## src/rtl/spi_tx_sequencer.sv

```systemverilog
// spi_tx_sequencer
//   Upstream feeder for the SPI master. Bytes from a producer are buffered in
//   a DEPTH-entry FIFO and handed to the master one at a time. Each byte gets
//   a one-cycle start pulse. The sequencer then waits for the master's done
//   strobe and idles for GAP_CYCLES clocks before loading the next byte.
//
//   Ports
//     clk          system clock, rising edge
//     reset_n      asynchronous active-low reset
//     s_data       byte from producer
//     s_valid      s_data valid
//     s_ready      FIFO can accept (= !full), combinational
//     spi_data_out byte presented to the master, registered at LOAD
//     spi_tx_start one-cycle start pulse to the master
//     spi_tx_done  done strobe from the master, honoured only in WAIT
//     fifo_level   FIFO occupancy, 0..DEPTH
//     busy         FSM not idle or FIFO not empty
//     timeout_err  sticky WAIT timeout flag
//
//   Build option
//     SPI_SEQ_TIMEOUT_EN : when defined, WAIT gives up after TIMEOUT clocks
//                          without spi_tx_done, drops the byte, sets
//                          timeout_err and moves on. When undefined, WAIT
//                          holds indefinitely and timeout_err is tied 0.
module spi_tx_sequencer #(
  parameter int DEPTH      = 8,
  parameter int ADDR_W     = 3,
  parameter int GAP_CYCLES = 2,
  parameter int TIMEOUT    = 64
) (
  input  logic            clk,
  input  logic            reset_n,
  input  logic [7:0]      s_data,
  input  logic            s_valid,
  output logic            s_ready,
  output logic [7:0]      spi_data_out,
  output logic            spi_tx_start,
  input  logic            spi_tx_done,
  output logic [ADDR_W:0] fifo_level,
  output logic            busy,
  output logic            timeout_err
);

  localparam int GAP_W = (GAP_CYCLES > 1) ? $clog2(GAP_CYCLES) : 1;
  localparam logic [ADDR_W:0] FULL_LVL = DEPTH[ADDR_W:0];

  if (DEPTH < 2 || DEPTH != (1 << ADDR_W) || TIMEOUT < 1 || GAP_CYCLES < 0) begin : g_bad_param
    $error("spi_tx_sequencer: illegal DEPTH/ADDR_W/TIMEOUT/GAP_CYCLES combination");
  end

  typedef enum logic [2:0] {IDLE, LOAD, START, WAIT, GAP} state_t;

  state_t            state, state_nxt;
  logic [7:0]        mem [DEPTH];
  logic [ADDR_W-1:0] wr_ptr, rd_ptr;
  logic [ADDR_W:0]   level;
  logic              full, empty, push, pop;
  logic [GAP_W-1:0]  gap_cnt;
  logic              gap_last;
  logic              tmo_hit;

  assign full       = (level == FULL_LVL);
  assign empty      = (level == '0);
  assign s_ready    = !full;
  // A push is refused whenever the FIFO is full, even if LOAD pops in the
  // same cycle; the producer keeps s_valid high and lands on the next edge.
  assign push       = s_valid && !full;
  assign pop        = (state == LOAD);
  assign fifo_level = level;
  assign busy       = (state != IDLE) || !empty;
  assign gap_last   = (gap_cnt == GAP_W'(GAP_CYCLES - 1));

  // ---- FIFO storage (data only, no reset) ----
  always_ff @(posedge clk) begin
    if (push) mem[wr_ptr] <= s_data;
  end

  // ---- FIFO pointers and occupancy ----
  always_ff @(posedge clk or negedge reset_n) begin
    if (!reset_n) begin
      wr_ptr <= '0;
      rd_ptr <= '0;
      level  <= '0;
    end else begin
      if (push) wr_ptr <= wr_ptr + 1'b1;
      if (pop)  rd_ptr <= rd_ptr + 1'b1;
      case ({push, pop})
        2'b10:   level <= level + 1'b1;
        2'b01:   level <= level - 1'b1;
        default: level <= level;
      endcase
    end
  end

  // ---- Optional WAIT timeout ----
`ifdef SPI_SEQ_TIMEOUT_EN
  localparam int TMO_W = (TIMEOUT > 1) ? $clog2(TIMEOUT) : 1;
  logic [TMO_W-1:0] tmo_cnt;

  // A done arriving on the same edge as the timeout wins.
  assign tmo_hit = (state == WAIT) && !spi_tx_done &&
                   (tmo_cnt == TMO_W'(TIMEOUT - 1));

  always_ff @(posedge clk or negedge reset_n) begin
    if (!reset_n) begin
      tmo_cnt     <= '0;
      timeout_err <= 1'b0;
    end else begin
      if (state != WAIT)  tmo_cnt <= '0;
      else if (!tmo_hit)  tmo_cnt <= tmo_cnt + 1'b1;
      if (tmo_hit) timeout_err <= 1'b1;
    end
  end
`else
  assign tmo_hit     = 1'b0;
  assign timeout_err = 1'b0;
`endif

  // ---- Inter-byte gap counter ----
  always_ff @(posedge clk or negedge reset_n) begin
    if (!reset_n)           gap_cnt <= '0;
    else if (state != GAP)  gap_cnt <= '0;
    else                    gap_cnt <= gap_cnt + 1'b1;
  end

  // ---- FSM next state ----
  always_comb begin
    state_nxt = state;
    case (state)
      IDLE:    if (!empty) state_nxt = LOAD;
      LOAD:    state_nxt = START;
      START:   state_nxt = WAIT;
      WAIT:    if (spi_tx_done || tmo_hit) state_nxt = (GAP_CYCLES == 0) ? IDLE : GAP;
      GAP:     if (gap_last) state_nxt = IDLE;
      default: state_nxt = IDLE;
    endcase
  end

  // ---- FSM state register and master-facing outputs ----
  // spi_tx_start is registered from LOAD so it is high exactly while the
  // FSM sits in START; spi_data_out is captured at the LOAD edge and holds
  // until the next LOAD.
  always_ff @(posedge clk or negedge reset_n) begin
    if (!reset_n) begin
      state        <= IDLE;
      spi_tx_start <= 1'b0;
      spi_data_out <= '0;
    end else begin
      state        <= state_nxt;
      spi_tx_start <= (state == LOAD);
      if (pop) spi_data_out <= mem[rd_ptr];
    end
  end

endmodule
```

## config.mk

```make
export PLATFORM = sky130hd
export DESIGN_NAME = spi_tx_sequencer
export DESIGN_NICKNAME = d
export VERILOG_FILES = /design/src/rtl/spi_tx_sequencer.sv
export SDC_FILE = /design/constraint.sdc
export NUM_CORES = 1
export LEC_CHECK = 0
export ABC_AREA = 1
export CORE_AREA = 2 2 109 111
export DETAILED_ROUTE_END_ITERATION = 10
export DIE_AREA = 0 0 111 113
export PLACE_DENSITY_LB_ADDON = 0.3
export SLEW_MARGIN = 0
export SYNTH_ARGS = -nofsm -noshare
export SYNTH_HDL_FRONTEND = slang
export SYNTH_SLANG_ARGS = --single-unit
```

## constraint.sdc

```tcl
create_clock -name clk -period 3.8 [get_ports clk]
set_clock_uncertainty 0.2 [all_clocks]
set_input_delay 1.14 -clock clk [delete_from_list [all_inputs] [get_ports clk]]
set_output_delay 1.14 -clock clk [all_outputs]
set_load 0.02 [all_outputs]
```

==> run_results.csv <==
group,metric,value,unit
clock_network,cts_buffers,9,
timing,grt_setup_unrepaired,"false",
clock_network,ctsHoldBuffers,0,
finish,n_antenna_cell,0,
finish,drive_gt1_share,7.61,%
clock_network,post_cts_resized,0,
worst_setup_path,slowest_delay,0.58,ns
detailed_routing,via_count,2358,
finish,nets,367,
yosys,syn_inst,325,
global_routing,grt_antenna_before_repair,0,
status,status,"finished, final reports clean",
power_and_ir_drop,power_frac_comb,35.3,%
clock_network,clock_latency,0.33,ns
finish,layout_commonest_cell,"nor2_1",
yosys,ys_ff_latch,87,
clock_network,cts_root_buf,"clkbuf_16",
timing,relSlewSlack,52.2,%
detailed_routing,post-route-drc-count,0,
finish,area_delta_synth_final,16.8,%
worst_setup_path,critPathTopFamily,"buffers and inverters",
die,core-area,11300,µm²
yosys,synth-seq-area-share,68.1,%
detailed_routing,firstDrtPassIters,4,
die,die-area,12500,µm²
power_and_ir_drop,power_frac_seq,40.2,%
clock_network,htreeDepth,3,
power_and_ir_drop,switching_share,36.7,%
place,place.gp.congestion,0.767,
power_and_ir_drop,irDropWorstVdd,0.329,mV
worst_setup_path,crit_required,2.46,ns
timing,tns,0,ns
detailed_routing,ant_nets,0,
clock_network,cts_setup_buffers,0,
detailed_routing,drt-initial-drc-count,112,
die,die-width,111,µm
finish,fill_cells,1103,
worst_setup_path,slowest_stage,"clkdlybuf4s50_1",
timing,finalSetupViolCount,0,
worst_hold_path,min_path_type,"flop to flop",
finish,final_cell_mix,"nor2_1 (73), edfxtp_1 (64), nand2_1 (41)",
clock_network,clk_path_buf_depth,2,
timing,post-route-period-util,80.1,%
clock_network,clkSinkCount,87,
job,maxCapViolations,0,
power_and_ir_drop,p_int,2.22,mW
place,dp_cells,482,
timing,layout_min_cycle_time,3.04,ns
global_routing,grt_pass1_vias,2264,
clock_network,clk_pin_slew_worst_paths,0.06,ns
die,num_rows,39,
global_routing,overflow,0,
worst_setup_path,cp_num_buf_inv,1,
power_and_ir_drop,p_leak,1.63,nW
global_routing,grt_first_pass_wirelength,11600,µm
worst_setup_path,startpoint_type,"flop",
die,ioPinCount,28,
global_routing,grt_use_total,12.1,%
die,fp.dieH,113,µm
timing,timing.fmax,329,MHz
yosys,avgSynthCellArea,11.3,µm²
yosys,ys.warnings.count,0,
place,io_buffers,26,
power_and_ir_drop,power-per-cell-area,817,nW/µm²
clock_network,cts_tree,"yes",
timing,hold_viol,0,
finish,regArea,2500,µm²
die,initial_utilization,32.5,%
worst_setup_path,cp_max_fo,6,
worst_setup_path,crit_type,"flop to output port",
yosys,netlist_area,3670,µm²
place,dpl.hpwl,4980,µm
detailed_routing,wl,7360,µm
finish,final_cells,498,
power_and_ir_drop,p_switching,1.29,mW
yosys,yosys.cell_types.count,25,
worst_setup_path,crit_path_end_kind,"output port",
yosys,synth_nets,342,
timing,worst_pin_slew,0.716,ns
detailed_routing,routedWlPerCell,14.8,µm
finish,multiInputGateArea,976,µm²
worst_setup_path,arrival,1.70,ns
power_and_ir_drop,p_clk_share,24.5,%
detailed_routing,vias_per_cell,4.73,
global_routing,grt_max_degree,35,
worst_setup_path,cp_cell_sequence,"nor3_1, nand4_1, clkdlybuf4s50_1",
timing,slew_violations,0,
-- flip-flops by register name (all words and copies together), names as in the netlist --
name	flops
fifo_level	4
gap_cnt	1
mem	64
rd_ptr	3
spi_data_out	8
spi_tx_start	1
state	3
wr_ptr	3
-- logic make-up (layout without fill, tap and decap cells) --
family | after synthesis | after routing | synth area share, %
AND/OR/NAND/NOR | 157 | 157 | 18.2
flip-flops | 87 | 87 | 68.1
AO/OA/AOI/OAI | 38 | 38 | 5.18
buffers and inverters | 31 | 61 | 5.32
XOR/XNOR | 6 | 6 | 1.43
adder cells (fa/ha/maj) | 5 | 5 | 1.71
other | 1 | 1 | 0.102
-- tightest hold or removal path, cell delays in order, from the launching register on --
cell,delay (ns)
dfrtp_1,0.34
nand2_1,0.05
nand2_1,0.05
-- power by group through the flow --
stage | Combinational [mW] | Sequential, mW | Clock, mW
floorplan | 0.896 | 1.45 | 0
global placement | 1.22 | 1.42 | 0
detailed placement | 1.24 | 1.43 | 0
CTS | 1.25 | 1.41 | 0.875
global route | 1.38 | 1.43 | 0.917
finish | 1.24 | 1.41 | 0.859
-- path summary, 6_finish.rpt --
path / start / to / slack [ns] / cells past startpoint
setup / recovery: fifo_level[2]$_DFFE_PN0P_ / busy / 0.76 / 3
hold / removal: spi_data_out[0]$_DFFE_PN0P_ / spi_data_out[0]$_DFFE_PN0P_ / 0.28 / 2
setup reg to reg: state[2]$_DFFE_PN0P_ / fifo_level[2]$_DFFE_PN0P_ / 1.08 / 11
hold reg to reg: spi_data_out[0]$_DFFE_PN0P_ / spi_data_out[0]$_DFFE_PN0P_ / 0.28 / 2
max in group asynchronous: reset_n / spi_data_out[7]$_DFFE_PN0P_ / 2.20 / 2
min in group asynchronous: reset_n / wr_ptr[0]$_DFFE_PN0P_ / 0.96 / 2
-- layer usage --
metal	track usage [%]	wire [µm]	vias up
li1	-	-	1150
met1	16.1	3490	1153
met2	19.4	3470	48
met3	3.11	307	7
met4	4.33	98	0
met5	0	0	-
-- stage by stage --
step / setup WS (ns) / hold slack [ns] / total power, mW / cell area (µm²) / util, %
5_1_grt: 0.678 / 0.302 / 3.73 / 4290 / 38.0
2_1_floorplan: 1.38 / 0.299 / 2.34 / 3670 / -
3_5_place_dp: 0.721 / 0.266 / 2.66 / 3990 / 35.4
3_3_place_gp: 0.777 / 0.263 / 2.64 / 3990 / 35.4
4_1_cts: 0.734 / 0.282 / 3.53 / 4290 / 38.0
6_report: 0.756 / 0.276 / 3.50 / 4290 / 38.0
-- cell type report --
type / instances / area share (%)
clock inverter: 5 / 1.37
tap: 143 / 4.18
inverter: 17 / 1.55
multi-input combinational: 207 / 22.8
sequential: 87 / 58.3
clock buffer: 11 / 5.43
timing repair buffer: 28 / 6.42
-- synth_stat cells --
| master | n | area, µm² |
|---|---|---|
| nor2_1 | 73 | 274 |
| edfxtp_1 | 64 | 1920 |
| nand2_1 | 41 | 154 |
| nand3_1 | 32 | 160 |
| o21ai_1 | 30 | 150 |
| dfrtp_1 | 23 | 576 |
| inv_1 | 12 | 45.0 |
| buf_6 | 9 | 101 |
| o21ai_0 | 6 | 30.0 |
| ha_1 | 5 | 62.6 |
| nor2_2 | 5 | 31.3 |
| buf_2 | 4 | 20.0 |
| xor2_1 | 4 | 35.0 |
| inv_2 | 3 | 11.3 |
| a21oi_1 | 2 | 10.0 |
| nand4_1 | 2 | 12.5 |
| xnor2_1 | 2 | 17.5 |
| buf_4 | 1 | 7.51 |
| clkinv_1 | 1 | 3.75 |
| conb_1 | 1 | 3.75 |
| inv_4 | 1 | 6.26 |
| nand2_4 | 1 | 11.3 |
| nand3_2 | 1 | 10.0 |
| nor3_1 | 1 | 5.00 |
| or2_4 | 1 | 8.76 |
Power figures use the tool's default switching activity.
